## src/rtl/shiftreg_arb_ctrl.sv

```systemverilog
// Round-robin arbiter and sequencer for one shared N-bit serial-in shift register.
// Streams the granted word MSB-first, then returns the word read back from Q with a tagged done pulse.
module shiftreg_arb_ctrl #(
  parameter int N  = 4,
  parameter int CW = 3
) (
  input  logic         CLK,
  input  logic         RST,
  input  logic         REQ0,
  input  logic [N-1:0] DATA0,
  input  logic         REQ1,
  input  logic [N-1:0] DATA1,
  output logic         GNT0,
  output logic         GNT1,
  output logic         SR_EN,
  output logic         SR_IN,
  input  logic [N-1:0] SR_Q,
  output logic         BUSY,
  output logic         DONE,
  output logic         DONE_ID,
  output logic [N-1:0] RESULT
);

  typedef enum logic [1:0] {IDLE, SHIFT, CAPTURE} state_t;

  state_t         state, state_n;
  logic [CW-1:0]  cnt, cnt_n;
  logic [N-1:0]   buffer, buffer_n;
  logic           last, last_n;
  logic           owner, owner_n;
  logic           gnt0_n, gnt1_n, sr_en_n, sr_in_n, busy_n, done_n, done_id_n;
  logic [N-1:0]   result_n;
  logic           win;
  logic [N-1:0]   word;

  // NOTE: every signal gets a default before the case so no path leaves one unassigned (no latches).
  always_comb begin
    state_n   = state;
    cnt_n     = cnt;
    buffer_n  = buffer;
    last_n    = last;
    owner_n   = owner;
    gnt0_n    = 1'b0;
    gnt1_n    = 1'b0;
    sr_en_n   = SR_EN;
    sr_in_n   = SR_IN;
    busy_n    = BUSY;
    done_n    = 1'b0;
    done_id_n = DONE_ID;
    result_n  = RESULT;
    win       = (REQ0 && REQ1) ? ~last : REQ1;
    word      = win ? DATA1 : DATA0;

    unique case (state)
      IDLE: begin
        sr_en_n = 1'b0;
        sr_in_n = 1'b0;
        if (REQ0 || REQ1) begin
          buffer_n = word;
          last_n   = win;
          owner_n  = win;
          gnt0_n   = ~win;
          gnt1_n   = win;
          busy_n   = 1'b1;
          sr_en_n  = 1'b1;
          sr_in_n  = word[N-1];
          cnt_n    = '0;
          state_n  = SHIFT;
        end
      end
      SHIFT: begin
        if (cnt == CW'(N - 1)) begin
          sr_en_n = 1'b0;
          sr_in_n = 1'b0;
          state_n = CAPTURE;
        end else begin
          // The buffer is consumed by shifting left, so the next bit is always at N-2.
          cnt_n    = cnt + 1'b1;
          sr_in_n  = buffer[N-2];
          buffer_n = {buffer[N-2:0], 1'b0};
        end
      end
      CAPTURE: begin
        result_n  = SR_Q;
        done_n    = 1'b1;
        done_id_n = owner;
        busy_n    = 1'b0;
        state_n   = IDLE;
      end
      default: state_n = IDLE;
    endcase
  end

  // NOTE: sequential state uses non-blocking assignments only, so all registers update together.
  always_ff @(posedge CLK or posedge RST) begin
    if (RST) begin
      state   <= IDLE;
      cnt     <= '0;
      buffer  <= '0;
      last    <= 1'b1;
      owner   <= 1'b0;
      GNT0    <= 1'b0;
      GNT1    <= 1'b0;
      SR_EN   <= 1'b0;
      SR_IN   <= 1'b0;
      BUSY    <= 1'b0;
      DONE    <= 1'b0;
      DONE_ID <= 1'b0;
      RESULT  <= '0;
    end else begin
      state   <= state_n;
      cnt     <= cnt_n;
      buffer  <= buffer_n;
      last    <= last_n;
      owner   <= owner_n;
      GNT0    <= gnt0_n;
      GNT1    <= gnt1_n;
      SR_EN   <= sr_en_n;
      SR_IN   <= sr_in_n;
      BUSY    <= busy_n;
      DONE    <= done_n;
      DONE_ID <= done_id_n;
      RESULT  <= result_n;
    end
  end

endmodule

```

## config.mk

```make
export PLATFORM = sky130hd
export DESIGN_NAME = shiftreg_arb_ctrl
export DESIGN_NICKNAME = d
export VERILOG_FILES = /design/src/rtl/shiftreg_arb_ctrl.sv
export SDC_FILE = /design/constraint.sdc
export NUM_CORES = 1
export LEC_CHECK = 0
export CAP_MARGIN = 20
export CORE_ASPECT_RATIO = 1.2
export CORE_UTILIZATION = 50
export DETAILED_ROUTE_END_ITERATION = 12
export PLACE_DENSITY = 0.9
export REMOVE_ABC_BUFFERS = 1
export SKIP_CTS_REPAIR_TIMING = 1
export SYNTH_ARGS = -nofsm -noshare
export SYNTH_HDL_FRONTEND = slang
export SYNTH_SLANG_ARGS = --single-unit
```

## constraint.sdc

```tcl
create_clock -name CLK -period 3.2 [get_ports CLK]
set_clock_uncertainty 0.2 [all_clocks]
set_input_delay 0.32 -clock CLK [delete_from_list [all_inputs] [get_ports CLK]]
set_output_delay 0.32 -clock CLK [all_outputs]
set_load 0.01 [all_outputs]
```

Word-level counts from Yosys, hierarchy flattened. Cells that the tools add are included.

Bits in registers: 21. Input port bits: 16. Output and inout bits: 11. Word-level logic and storage cells: 56.

Add/subtract/negate cells: 1. Equal/unequal tests: 6. Mux-type cells: 24. Bitwise gates (word level): 2. Reduce and logical (&&, ||, !) cells: 10.

Operator list (number): $mux W3 (4); $pmux W3 S2 (2); $mux W1 (11); $reduce_and A2 Y1 (4); $ne A2 B2 Y1 const B (3); $pmux W1 S2 (3); $mux W2 (2); $mux W4 (1); $pmux W2 S2 (1); $reduce_bool A2 Y1 (2); $add A3 B1 Y3 const B (1); $eq A3 B2 Y1 const B (1); $reduce_and A3 Y1 (1); $eq A2 B1 Y1 const B (1); $eq A2 B2 Y1 const B (1); $logic_not A2 Y1 (1); $not A1 Y1 (2); $logic_and A1 B1 Y1 (1); $logic_or A1 B1 Y1 (1).

Depth between registers and ports, before layout.
Depth in word-level cells: 5. Gate-level depth with buffers: 5. Depth with buffers taken out: 5.

Worst setup path before layout. Ideal clock, no wire load.

Path type: register to register. Start point: reg cnt[0]. End point: reg cnt[1]. Library setup time: 0.079 ns. Arrival time: 1.378 ns. Required time: 2.921 ns. Path slack: 1.542 ns. Cell stages (with the launch flop): 6. Path buffers: 0. Period minus slack after synthesis: 1.658 ns. Path through: dfrtp_1 ha_1 ha_1 nand2b_1 a21oi_4 mux2i_1.

Cells in the longest elaborated chain, start to end: 3. Elaborated cells between the ends (all ways): 6. Those cells by class: add/sub (1); eq/ne (2); mux (2); reduce/logical (1).

RTL lines: start: declaration (line 27) `logic [CW-1:0] cnt, cnt_n;`; start signal: assignment (line 112) `cnt <= cnt_n;`; $add A3 B1 Y3 / $eq A3 B2 Y1 (equally long branches) (line 78, 72); $mux W3 / $ne A2 B2 Y1 (equally long branches); $pmux W3 S2 / $reduce_and A3 Y1 (equally long branches).

Parallel ways exist; a longest one is shown, timed or not. The select of a mux whose other input is x is not followed. A chain may end at the register's enable or synchronous reset.

Worst setup path in the final report. Ends and elaborated chain as after synthesis.

==> results.md <==
* CP endpoint kind: flip-flop
* CTS Buf Count at 3
* Worst setup endpoint: cnt[1]$_DFFE_PP0P_
* Area fraction of the dominant cell type after synthesis at approximately half
* Setup tns final at 0 ns
* P_leak at approximately 0.57 nW
* Initial antenna violation count at 0
* Critical path's slowest cell: dfrtp_1
* Tmin final at 1.840 ns
* CP max stage delay at 0.41 ns
* Ant diodes at 0
* Total gr overflow at 0
* Tot GR Track Use at a little over a fifth
* Min-delay worst type: input pin to asynchronous set/reset pin
* Final Hold Fails at 0
* DRC at 0
* Post-Syn Area per Cell at approximately 11 um2
* # H-tree levels at 1
* Largest net degree at the start of global routing at 22
* Reg2reg path depth at 5
* Seq/Total Area, Yosys at approximately 54%
* First-pass GRT wire length at approximately 3.4 mm
* Final worst path period share at 57.49%
* CTS tree: done
* Synth top area cells: dfrtp_1 51%, mux2_2 5.7%, inv_1 4.2%
* Routed Wire Length at approximately 2.0 mm
* Number of synthesized flops with an enable pin at 0
* Number of global-route vias before repair at roughly 780
* Synth cell count leaders: 20 x dfrtp_1, 11 x inv_1, 6 x nand2_1, 6 x o21ai_0, 5 x mux2_2
* Unrepaired setup endpoints after global routing: no
* Clock buffer depth at 2
* Drt pass-1 iters at 6
* Most frequent cell after synthesis: dfrtp_1
* Critical path's most frequent cell: ha_1
* Post-synthesis async set-or-reset flop share at 100.0%
* Fin Hold WS at 0.2336 ns
* Synth cell types at 33
* Worst slack at placement at between 1 and 1.5 ns
* CP startpoint: cnt[0]$_DFFE_PP0P_
* CP max FO at 7
* Die height at between 50 and 60 um
* Initial core utilization at between 50% and 60%
* Flops & latches, synth at 21
* Clock sink count at 21
* IO Port Bufs at 26
* Clock root cell: clkbuf_4
* Routed wire per std cell at about 15 um
* Delay-heaviest family, CP: adder cells
* Std-Cell Rows at 17
* Startpoint Class: flip-flop
* FF-to-FF Start: cnt[0]$_DFFE_PP0P_
* Skew-Pair Late Insertion Delay at 0.31 ns
* Final core utilization at slightly below 70%
* Share of layout cells above drive strength 1 at 13.04%
* Synth Cell Area at approximately 980 um2
* Final setup viols at 0
* Core footprint at around 1900 um2
* Most used DFF post-synth: dfrtp_1
* I/O pins at 27
* Cell breakdown of the critical path: ha_1 > ha_1 > nand2b_1 > a21oi_4 > mux2i_1
* Die width at 42.49 um
* Arr. time, crit path at 1.88 ns
* Final Max Slew Viols at 0
* WS Path Type: flip-flop to flip-flop
* Worst r2r dst: cnt[1]$_DFFE_PP0P_
* Yosys warning count at 0
* Final net count at about 130
* Cell count after synthesis at 89
* Setup ws final at between 1 and 1.5 ns
* DP Wirelength at 1.432 mm
* Slew headroom at 48.80%
* Area Overhead vs Synth at 29.39%
* CP required at approximately 3.2 ns
* Slew of the pin with the lowest slew margin at 0.7671 ns
* Via density at 5.642
* Die area at 2149 um2
* Stages on worst setup path at 5
* Pwr per Cell Area at between 800 and 900 nW/um2
* Placer Congestion at 0.7911
* Largest area contributor in the synthesized netlist: dfrtp_1
* Clock Pin Slew Worst Setup and Hold Paths at ~0.12 ns
* CP bufs+invs at 0
* DRT iter0 DRCs at 35
* VDD IR-drop max at between 0.0005 and 0.0006 V
* Fmax at 543.6 MHz
* Max-cap violations at 0
* Final ANT Viol Nets at 0
* Outcome: complete, no violations
* FF-to-FF setup slack at roughly 1.4 ns
* Vias at approximately 760
-- how the worst min path moves through the flow --
stage,endpoint,from,slack [ns],depth (start not counted)
3_3_place_gp,RESULT[0]$_DFFE_PP0P_,RESULT[0]$_DFFE_PP0P_,0.29,1
2_1_floorplan,BUSY$_DFFE_PP0P_,RST,0.1,1
4_1_cts,BUSY$_DFFE_PP0P_,RST,0.26,2
6_report,GNT0$_DFF_PP0_,RST,0.23,2
3_5_place_dp,RESULT[1]$_DFFE_PP0P_,RESULT[1]$_DFFE_PP0P_,0.29,1
5_1_grt,DONE$_DFF_PP0_,RST,0.33,2
-- layout by cell type (no fill, tap or decap), types with 2 or more instances in the layout --
master / synthesis / routed
mux2_2: 5 / 5
inv_1: 11 / 11
clkdlybuf4s50_1: 0 / 26
nor2_1: 2 / 2
nor3_1: 4 / 4
o32ai_2: 2 / 2
clkbuf_4: 0 / 3
nor2b_1: 2 / 2
o21ai_0: 6 / 6
nand2_1: 6 / 6
nand3b_1: 2 / 2
a21oi_1: 3 / 3
dfrtp_1: 20 / 20
ha_1: 2 / 2
nand2b_1: 2 / 2
a21o_1: 2 / 2
-- metrics by stage --
step	cell area, um2	std cells	total power, mW
floorplan	960.9	85	0.7789
global placement	1245	130	0.9613
detailed placement	1245	130	0.9920
CTS	1272	134	1.129
global route	1272	134	1.197
finish	1272	134	1.117
-- per-layer routing --
metal | global-route usage, % | wire length, um
met5 | 0 | 0
met4 | 16.15 | 91
met3 | 2.158 | 64
met2 | 38.97 | 998
met1 | 23.46 | 805
-- kinds of logic after synthesis --
group                    count (synthesis)  synth area share [%]
buffers and inverters                   15                 6.488
adder cells (fa/ha/maj)                  2                 2.544
flip-flops                              21                 53.56
multiplexers                             6                 6.743
AND/OR/NAND/NOR                         23                 12.72
AO/OA/AOI/OAI                           22                 17.94
-- cell type report --
type,instances,area (um2)
fillers,142,578.1
flip-flops and latches,21,526.8
multi-input cells,53,392.9
repair buffers,26,260.3
inverters,11,41.29
well taps,19,23.77
clock buffers,3,22.52
clock inverters,1,5.005
-- sequential cells by signal, indices dropped and copies added, names as in the netlist --
signal,cells
last,1
buffer,3
RESULT,4
GNT0,1
DONE,1
DONE_ID,1
GNT1,1
SR_IN,1
cnt,3
BUSY,1
owner,1
state,2
SR_EN,1
-- power breakdown --
group	switching (mW)	total [mW]	internal (mW)
Combinational	0.238	0.519	0.280
Clock	0.0836	0.130	0.0467
Sequential	0.0808	0.468	0.387
Total	0.403	1.12	0.714
(Power assumes the default switching activity.)
